==> config.mk <==
export PLATFORM = sky130hd
export DESIGN_NAME = grayscale_frame_ctrl
export DESIGN_NICKNAME = d
export VERILOG_FILES = /design/src/rtl/grayscale_frame_ctrl.sv
export SDC_FILE = /design/constraint.sdc
export NUM_CORES = 1
export LEC_CHECK = 0
export CAP_MARGIN = 20
export CORE_ASPECT_RATIO = 0.9
export CORE_MARGIN = 2
export CORE_UTILIZATION = 30
export CTS_BUF_LIST = sky130_fd_sc_hd__clkbuf_4
export DETAILED_ROUTE_END_ITERATION = 16
export DONT_BUFFER_PORTS = 1
export PLACE_DENSITY = 0.53
export SYNTH_ARGS = -nofsm -noshare
export SYNTH_HDL_FRONTEND = slang
export SYNTH_SLANG_ARGS = --single-unit
==> constraint.sdc <==
create_clock -name I_CLK -period 2.2 [get_ports I_CLK]
set_input_delay 0.44 -clock I_CLK [delete_from_list [all_inputs] [get_ports I_CLK]]
set_output_delay 0.44 -clock I_CLK [all_outputs]
set_load 0.01 [all_outputs]
==> src/rtl/grayscale_frame_ctrl.sv <==
// Frame sequencer around a combinational RGB-to-luma unit: valid/ready pixel
// intake, one-deep registered output with position and end-of-line/frame tags.

module grayscale #(
    parameter int P_PIXEL_DEPTH = 24
) (
    input  logic [P_PIXEL_DEPTH-1:0] I_PIXEL,
    output logic [P_PIXEL_DEPTH-1:0] O_PIXEL
);
    localparam int L_CH_W  = P_PIXEL_DEPTH / 3;
    localparam int L_SUM_W = L_CH_W + 8;

    logic [L_CH_W-1:0]  r_ch;
    logic [L_CH_W-1:0]  g_ch;
    logic [L_CH_W-1:0]  b_ch;
    logic [L_SUM_W-1:0] luma_sum;
    logic [L_CH_W-1:0]  luma;

    assign r_ch = I_PIXEL[3*L_CH_W-1 -: L_CH_W];
    assign g_ch = I_PIXEL[2*L_CH_W-1 -: L_CH_W];
    assign b_ch = I_PIXEL[L_CH_W-1:0];

    // Weights 77/150/29 sum to 256, so the shift by 8 cannot overflow a channel.
    assign luma_sum = L_SUM_W'(r_ch) * L_SUM_W'(77)
                    + L_SUM_W'(g_ch) * L_SUM_W'(150)
                    + L_SUM_W'(b_ch) * L_SUM_W'(29);
    assign luma = L_CH_W'(luma_sum >> 8);

    genvar gi;
    generate
        for (gi = 0; gi < 3; gi++) begin : g_rep
            assign O_PIXEL[gi*L_CH_W +: L_CH_W] = luma;
        end
        if (P_PIXEL_DEPTH > 3*L_CH_W) begin : g_pad
            assign O_PIXEL[P_PIXEL_DEPTH-1:3*L_CH_W] = '0;
        end
    endgenerate
endmodule

module grayscale_frame_ctrl #(
    parameter int P_PIXEL_DEPTH  = 24,
    parameter int P_IMAGE_WIDTH  = 640,
    parameter int P_IMAGE_HEIGHT = 480,
    localparam int L_COL_W = (P_IMAGE_WIDTH  > 1) ? $clog2(P_IMAGE_WIDTH)  : 1,
    localparam int L_ROW_W = (P_IMAGE_HEIGHT > 1) ? $clog2(P_IMAGE_HEIGHT) : 1
) (
    input  logic                     I_CLK,
    input  logic                     I_RESET_N,
    input  logic                     I_START,
    input  logic                     I_ABORT,
    input  logic                     I_IN_VALID,
    output logic                     O_IN_READY,
    input  logic [P_PIXEL_DEPTH-1:0] I_IN_PIXEL,
    output logic                     O_OUT_VALID,
    input  logic                     I_OUT_READY,
    output logic [P_PIXEL_DEPTH-1:0] O_OUT_PIXEL,
    output logic [L_COL_W-1:0]       O_OUT_COL,
    output logic [L_ROW_W-1:0]       O_OUT_ROW,
    output logic                     O_OUT_EOL,
    output logic                     O_OUT_EOF,
    output logic                     O_BUSY,
    output logic                     O_DONE
);
    localparam logic [L_COL_W-1:0] L_COL_LAST = L_COL_W'(P_IMAGE_WIDTH - 1);
    localparam logic [L_ROW_W-1:0] L_ROW_LAST = L_ROW_W'(P_IMAGE_HEIGHT - 1);

    typedef enum logic [1:0] {S_IDLE, S_RUN, S_DRAIN, S_DONE} state_t;

    state_t                   state_reg, state_next;
    logic [L_COL_W-1:0]       col_reg, col_next;
    logic [L_ROW_W-1:0]       row_reg, row_next;
    logic                     out_valid_reg;
    logic [P_PIXEL_DEPTH-1:0] out_pixel_reg;
    logic [L_COL_W-1:0]       out_col_reg;
    logic [L_ROW_W-1:0]       out_row_reg;
    logic                     out_eol_reg;
    logic                     out_eof_reg;

    logic [P_PIXEL_DEPTH-1:0] gray_pixel;
    logic                     accept;
    logic                     out_fire;
    logic                     abort_hit;
    logic                     col_last;
    logic                     frame_last;

    grayscale #(.P_PIXEL_DEPTH(P_PIXEL_DEPTH)) u_gray (
        .I_PIXEL (I_IN_PIXEL),
        .O_PIXEL (gray_pixel)
    );

    assign O_IN_READY = (state_reg == S_RUN) & (~out_valid_reg | I_OUT_READY);
    assign accept     = I_IN_VALID & O_IN_READY;
    assign out_fire   = out_valid_reg & I_OUT_READY;
    assign abort_hit  = I_ABORT & (state_reg != S_IDLE);
    assign col_last   = (col_reg == L_COL_LAST);
    assign frame_last = col_last & (row_reg == L_ROW_LAST);

    always_comb begin
        state_next = state_reg;
        col_next   = col_reg;
        row_next   = row_reg;
        case (state_reg)
            S_IDLE:  if (I_START) state_next = S_RUN;
            S_RUN:   if (accept && frame_last) state_next = S_DRAIN;
            S_DRAIN: if (out_fire) state_next = S_DONE;
            S_DONE:  state_next = S_IDLE;
            default: state_next = S_IDLE;
        endcase
        if (accept) begin
            if (col_last) begin
                col_next = '0;
                row_next = frame_last ? '0 : row_reg + 1'b1;
            end else begin
                col_next = col_reg + 1'b1;
            end
        end
        // Abort overrides everything, including an accept in the same cycle.
        if (abort_hit) begin
            state_next = S_IDLE;
            col_next   = '0;
            row_next   = '0;
        end
    end

    always_ff @(posedge I_CLK or negedge I_RESET_N) begin
        if (!I_RESET_N) begin
            state_reg <= S_IDLE;
            col_reg   <= '0;
            row_reg   <= '0;
        end else begin
            state_reg <= state_next;
            col_reg   <= col_next;
            row_reg   <= row_next;
        end
    end

    always_ff @(posedge I_CLK or negedge I_RESET_N) begin
        if (!I_RESET_N) begin
            out_valid_reg <= 1'b0;
            out_pixel_reg <= '0;
            out_col_reg   <= '0;
            out_row_reg   <= '0;
            out_eol_reg   <= 1'b0;
            out_eof_reg   <= 1'b0;
        end else if (abort_hit) begin
            out_valid_reg <= 1'b0;
        end else if (accept) begin
            out_valid_reg <= 1'b1;
            out_pixel_reg <= gray_pixel;
            out_col_reg   <= col_reg;
            out_row_reg   <= row_reg;
            out_eol_reg   <= col_last;
            out_eof_reg   <= frame_last;
        end else if (out_fire) begin
            out_valid_reg <= 1'b0;
        end
    end

    assign O_OUT_VALID = out_valid_reg;
    assign O_OUT_PIXEL = out_pixel_reg;
    assign O_OUT_COL   = out_col_reg;
    assign O_OUT_ROW   = out_row_reg;
    assign O_OUT_EOL   = out_eol_reg;
    assign O_OUT_EOF   = out_eof_reg;
    assign O_BUSY      = (state_reg == S_RUN) | (state_reg == S_DRAIN);
    assign O_DONE      = (state_reg == S_DONE);
endmodule
Yosys cells after proc, flatten, opt, wreduce, memory -nomap -nowiden
Cells that the tools add are included.
W data, S select, Z words.
{ "word_totals": {"register_bits": 67, "output_inout_bits": 49, "in_bits": 30} }
{ "op_classes": {"reduce_logical": 9, "muxes": 15, "bitwise": 9, "mul": 3, "addsub": 4, "n_eq_ne": 8} }
{ "ops": {"columns": ["operator", "count"], "rows": [
  ["$mux W9", 4],
  ["$mul A8 B7 Y15 const B", 2],
  ["$mux W10", 3],
  ["$add A15 B16 Y16", 1],
  ["$add A16 B13 Y16", 1],
  ["$mul A8 B5 Y13 const B", 1],
  ["$add A10 B1 Y10 const B", 1],
  ["$eq A10 B10 Y1 const B", 1],
  ["$add A9 B1 Y9 const B", 1],
  ["$eq A9 B9 Y1 const B", 1],
  ["$mux W2", 4],
  ["$pmux W2 S4", 1],
  ["$ne A3 B3 Y1 const B", 2],
  ["$reduce_bool A2 Y1", 3],
  ["$and A1 B1 Y1", 5],
  ["$eq A2 B2 Y1 const B", 2],
  ["$reduce_and A2 Y1", 2],
  ["$mux W1", 3],
  ["$ne A3 B2 Y1 const B", 1],
  ["$reduce_and A3 Y1", 1],
  ["$reduce_bool A3 Y1", 1],
  ["$eq A2 B1 Y1 const B", 1],
  ["$logic_not A2 Y1", 1],
  ["$not A1 Y1", 2],
  ["2 further kinds", 3]
]} }

Logic depth before layout (Yosys ltp)
Gate-level depths: netlist of run 1.
{ "logic_depth": {"depth_word": 8, "mapped_depth": 25} }

By module
From an unflattened synthesis of run 1, not the netlist that was laid out.
{ "hier_totals": {"cells_unflattened": 594, "area_unflattened_um2": 6304.8} }
{ "by_module_without_submodules": {"columns": ["mod", "area_each_um2", "instances", "cells_per_inst"], "rows": [
  ["grayscale", 3389.5, 1, 360],
  ["grayscale_frame_ctrl", 2915.3, 1, 234]
]} }

Worst setup path after synthesis of run 1
OpenSTA, ideal clock, no wires.
{ "synth_timing": {"path_type": "input port to flip-flop", "from": "input I_IN_PIXEL[12]", "to": "register out_pixel_reg[15], in the netlist O_OUT_PIXEL[15]", "t_required_ns": 2.080, "path_slack_ns": -3.884, "stages": 21, "arrival_time_ns": 5.963, "cell_sequence": "ha_1 > ha_1 > inv_1 > fa_1 > fa_1 > inv_1 > ha_1 > xor2_1 > fa_1 > fa_1 > inv_1 > fa_1 > fa_1 > inv_1 > ha_1 > a211o_1 > o221a_4 > a221oi_2 > xor2_1 > xnor2_1 > o21ai_2"} }
{ "synth_via": {"elab_chain_cells": 3} }
{ "synth_rtl": {"columns": ["element", "line", "text"], "rows": [
  ["start, declared", "53", "input logic [P_PIXEL_DEPTH-1:0] I_IN_PIXEL,"],
  ["$mul A8 B7 Y15", "25", "+ L_SUM_W'(g_ch) * L_SUM_W'(150)"],
  ["$add A15 B16 Y16", "25", null],
  ["$add A16 B13 Y16", "26", "+ L_SUM_W'(b_ch) * L_SUM_W'(29);"],
  ["end signal, assigned", "149", "out_pixel_reg <= gray_pixel;"],
  ["end, declared", "73", "logic [P_PIXEL_DEPTH-1:0] out_pixel_reg;"]
]} }
No other way between the ends.
A chain may end at the register's enable or synchronous reset.

Final worst setup path of run 1
Ends and elaborated chain as after synthesis.

==> metrics.txt, run 1 <==
Hold Fails Final Rpt=0; Placed Area=6080 um2; initial drt markers=129; Via Count=3709; pre-CTS setup slack=-3.77 ns; initial antenna violation count=0; CTS tree=done; grt met2 use=20.3%; Power Density=1780 nW/um2; Final ANT Viol Nets=0; maximum number of pins on one net before global-route repair=52; FMAX=0.182 GHz; sequential fraction of the synthesis area=23.2%; combinational share of power=83.2%; part of the power in the clock network=4.9%; Syn Inst Count=539; fillers=1845; count of cell types in the netlist=51; Detailed Routing Iterations Pass 1=5; clk slew on worst S/H paths=0.16 ns; Power Internal=6080 uW; crit start category=input port; Reg power frac=12.0%; CP required=2.46 ns; H-tree levels=2; final-report setup violation count=8; NetSw=5110 uW; Die Wd=147 um; area used by multi-input combinational logic=3890 um2; Yosys Warn Count=0; Die Y=133 um; worst hold path type=in2reg; Post-Syn Area=5510 um2; Via density=4.57; Design Area, Final=6290 um2; CTS sink cnt=51; maximum root-to-sink buffer count=2; Area growth, synth to finish=14.2%; Synth top cells by count=inv_1, ha_1, fa_1; vias in the first global route=3949; number of synthesized flops with an enable pin=0; Main synth FF type=dfrtp_1; row cnt=47; ANT cells=0; TNS Setup=-24.76 ns; Post-Route WL=11.1 mm; Slew Limit Fails=0; final setup margin=-3.30 ns; worst-skew pair later-pin latency=0.36 ns; failing checks=setup timing; Cells after DPL=800; top-count cell post-synth=inv_1; CP max FO=4; I/O Buffers=0; Tcrit/Tclk final=250%; max_cap viols=0; total track usage=11.9%; DRC viols=0; total die area=19500 um2; final design utilization=34.6%; GPL Wtd Cong=0.848; Rel. slew slack=68.1%; Reg area=1280 um2; met3 usage=2.31%; ratio of cells with drive above 1 in the final layout=21.2%; first-pass GRT wire length=19.2 mm; synthesized area per cell=10.2 um2; critical path data arrival time=5.75 ns; worst setup path class=in2reg; CTS root buffer=clkbuf_4; slowest stage delay, CP=0.56 ns; worst vdd ir=1.43 mV; non-filler cells, final=812; crit path time final=5.50 ns; share of Yosys cell area claimed by the top area cell type=23.2%; wire per inst=13.7 um; grt met1 use=15.9%; post-detail-place hpwl=9.35 mm; leakage=0.00321 uW; largest cells by area after synthesis=dfrtp_1, ha_1, fa_1; Ports=79; GRT Max-Usage Layer=met2; Final nets=741; synthesized flop and latch total=51; clk_skew=0.0179 ns; asr flop ratio synth=100%; Critical Path, Cell by Cell=ha_4 > ha_4 > inv_2 > fa_1 > fa_1 > inv_2 > ha_4 > xor2_2 > fa_1 > fa_1 > inv_2 > fa_2 > fa_1 > inv_2 > ha_4 > a211o_1 > o221a_4 > a221oi_2 > xor2_1 > xnor2_1 > o21ai_2; gr ovfl total=0; biggest area consumer among synthesized cells=dfrtp_1; CP max stage cell=fa_1; sw frac=45.7%; CP endpoint kind=flop; core area=18200 um2; total CTS buffers=5; Top cell by count, worst path=fa_1; syn nets=714; status=finished with violations; Tightest Pin Transition=0.477 ns; RSZ-0062 raised after global routing=true; Starting Density=30.3%
power by group through the flow:
stage	sequential (uW)	combinational [uW]	clock (uW)
final	1340	9300	543
after global placement	1360	8810	0
after detailed placement	1370	8960	0
after floorplan	1230	6460	0
after global routing	1370	10700	608
after CTS	1350	9390	570
cell usage in the layout, fill, tap and decap left out, types with 15 or more instances in the layout:
| cell | n |
|---|---|
| nor2_1 | 16 |
| o21ai_0 | 16 |
| ha_1 | 79 |
| dfrtp_1 | 51 |
| xor2_1 | 15 |
| inv_1 | 97 |
| mux2_2 | 20 |
| fa_1 | 54 |
| nand2_1 | 32 |
| buf_4 | 40 |
| a21oi_1 | 15 |
stage by stage:
| step | hold slack (ns) | power, uW |
|---|---|---|
| 2_1_floorplan | 0.144 | 7690 |
| 3_3_place_gp | 0.146 | 10200 |
| 3_5_place_dp | 0.146 | 10300 |
| 4_1_cts | 0.268 | 11300 |
| 5_1_grt | 0.281 | 12600 |
| 6_report | 0.294 | 11200 |
path summary, 6_finish.rpt:
| kind | slack (ns) | endpoint | from | cells after the start |
|---|---|---|---|---|
| min in group asynchronous | 0.58 | row_reg[4]$_DFFE_PN0P_ | I_RESET_N | 2 |
| worst min-delay path | 0.29 | state_reg[0]$_DFFE_PN0P_ | I_ABORT | 2 |
| max in group asynchronous | 1.40 | O_OUT_PIXEL[17]$_DFFE_PN0P_ | I_RESET_N | 2 |
| worst min register to register | 0.52 | col_reg[9]$_DFFE_PN0P_ | col_reg[9]$_DFFE_PN0P_ | 1 |
| worst max register to register | 0.14 | row_reg[6]$_DFFE_PN0P_ | col_reg[1]$_DFFE_PN0P_ | 6 |
| worst max-delay path | -3.30 | O_OUT_PIXEL[15]$_DFFE_PN0P_ | I_IN_PIXEL[12] | 21 |
what timing repair did:
item                                    CTS  global route
hold buffers                              2             0
resized for setup                         8             9
pin swaps                                11             7
endpoints found under the hold margin    51             0
endpoints found under the setup margin    8             9
cloned                                    0             0
setup buffers                             1             1
per-layer routing:
metal / wire, um / vias to the layer above
li1: - / 1808
met1: 5170 / 1852
met2: 5510 / 44
met3: 376 / 5
met4: 46 / 0
met5: 0 / -
cell families after synthesis:
family	synth area share (%)
buf+inv	9.99
xor+xnor	4.13
simple gates	8.52
compound gates	9.51
flops	23.2
fa+ha+maj	40.4
mux	4.27
final cells by class:
cell class	count	area share, %
sequential	51	20.3
multi-input combinational	361	61.8
clock buffer	5	0.596
clock inverter	3	0.696
inverter	104	6.24
tap	245	4.87
timing repair buffer	43	5.55
worst max-delay path: cells and delay by family:
family / cells / cell delay (ns)
adders and majority gates: 10 / 3.74
AOI/OAI and AO/OA: 4 / 0.86
xor gates and xnor gates: 3 / 0.52
buffers and inverters: 4 / 0.19
(Power assumes the default switching activity.)
==> run 2: changes to the inputs <==
- CAP_MARGIN: 20 -> unset
==> results of run 2 <==
No change in the layout: final DEF, timing and power equal those of run 1.
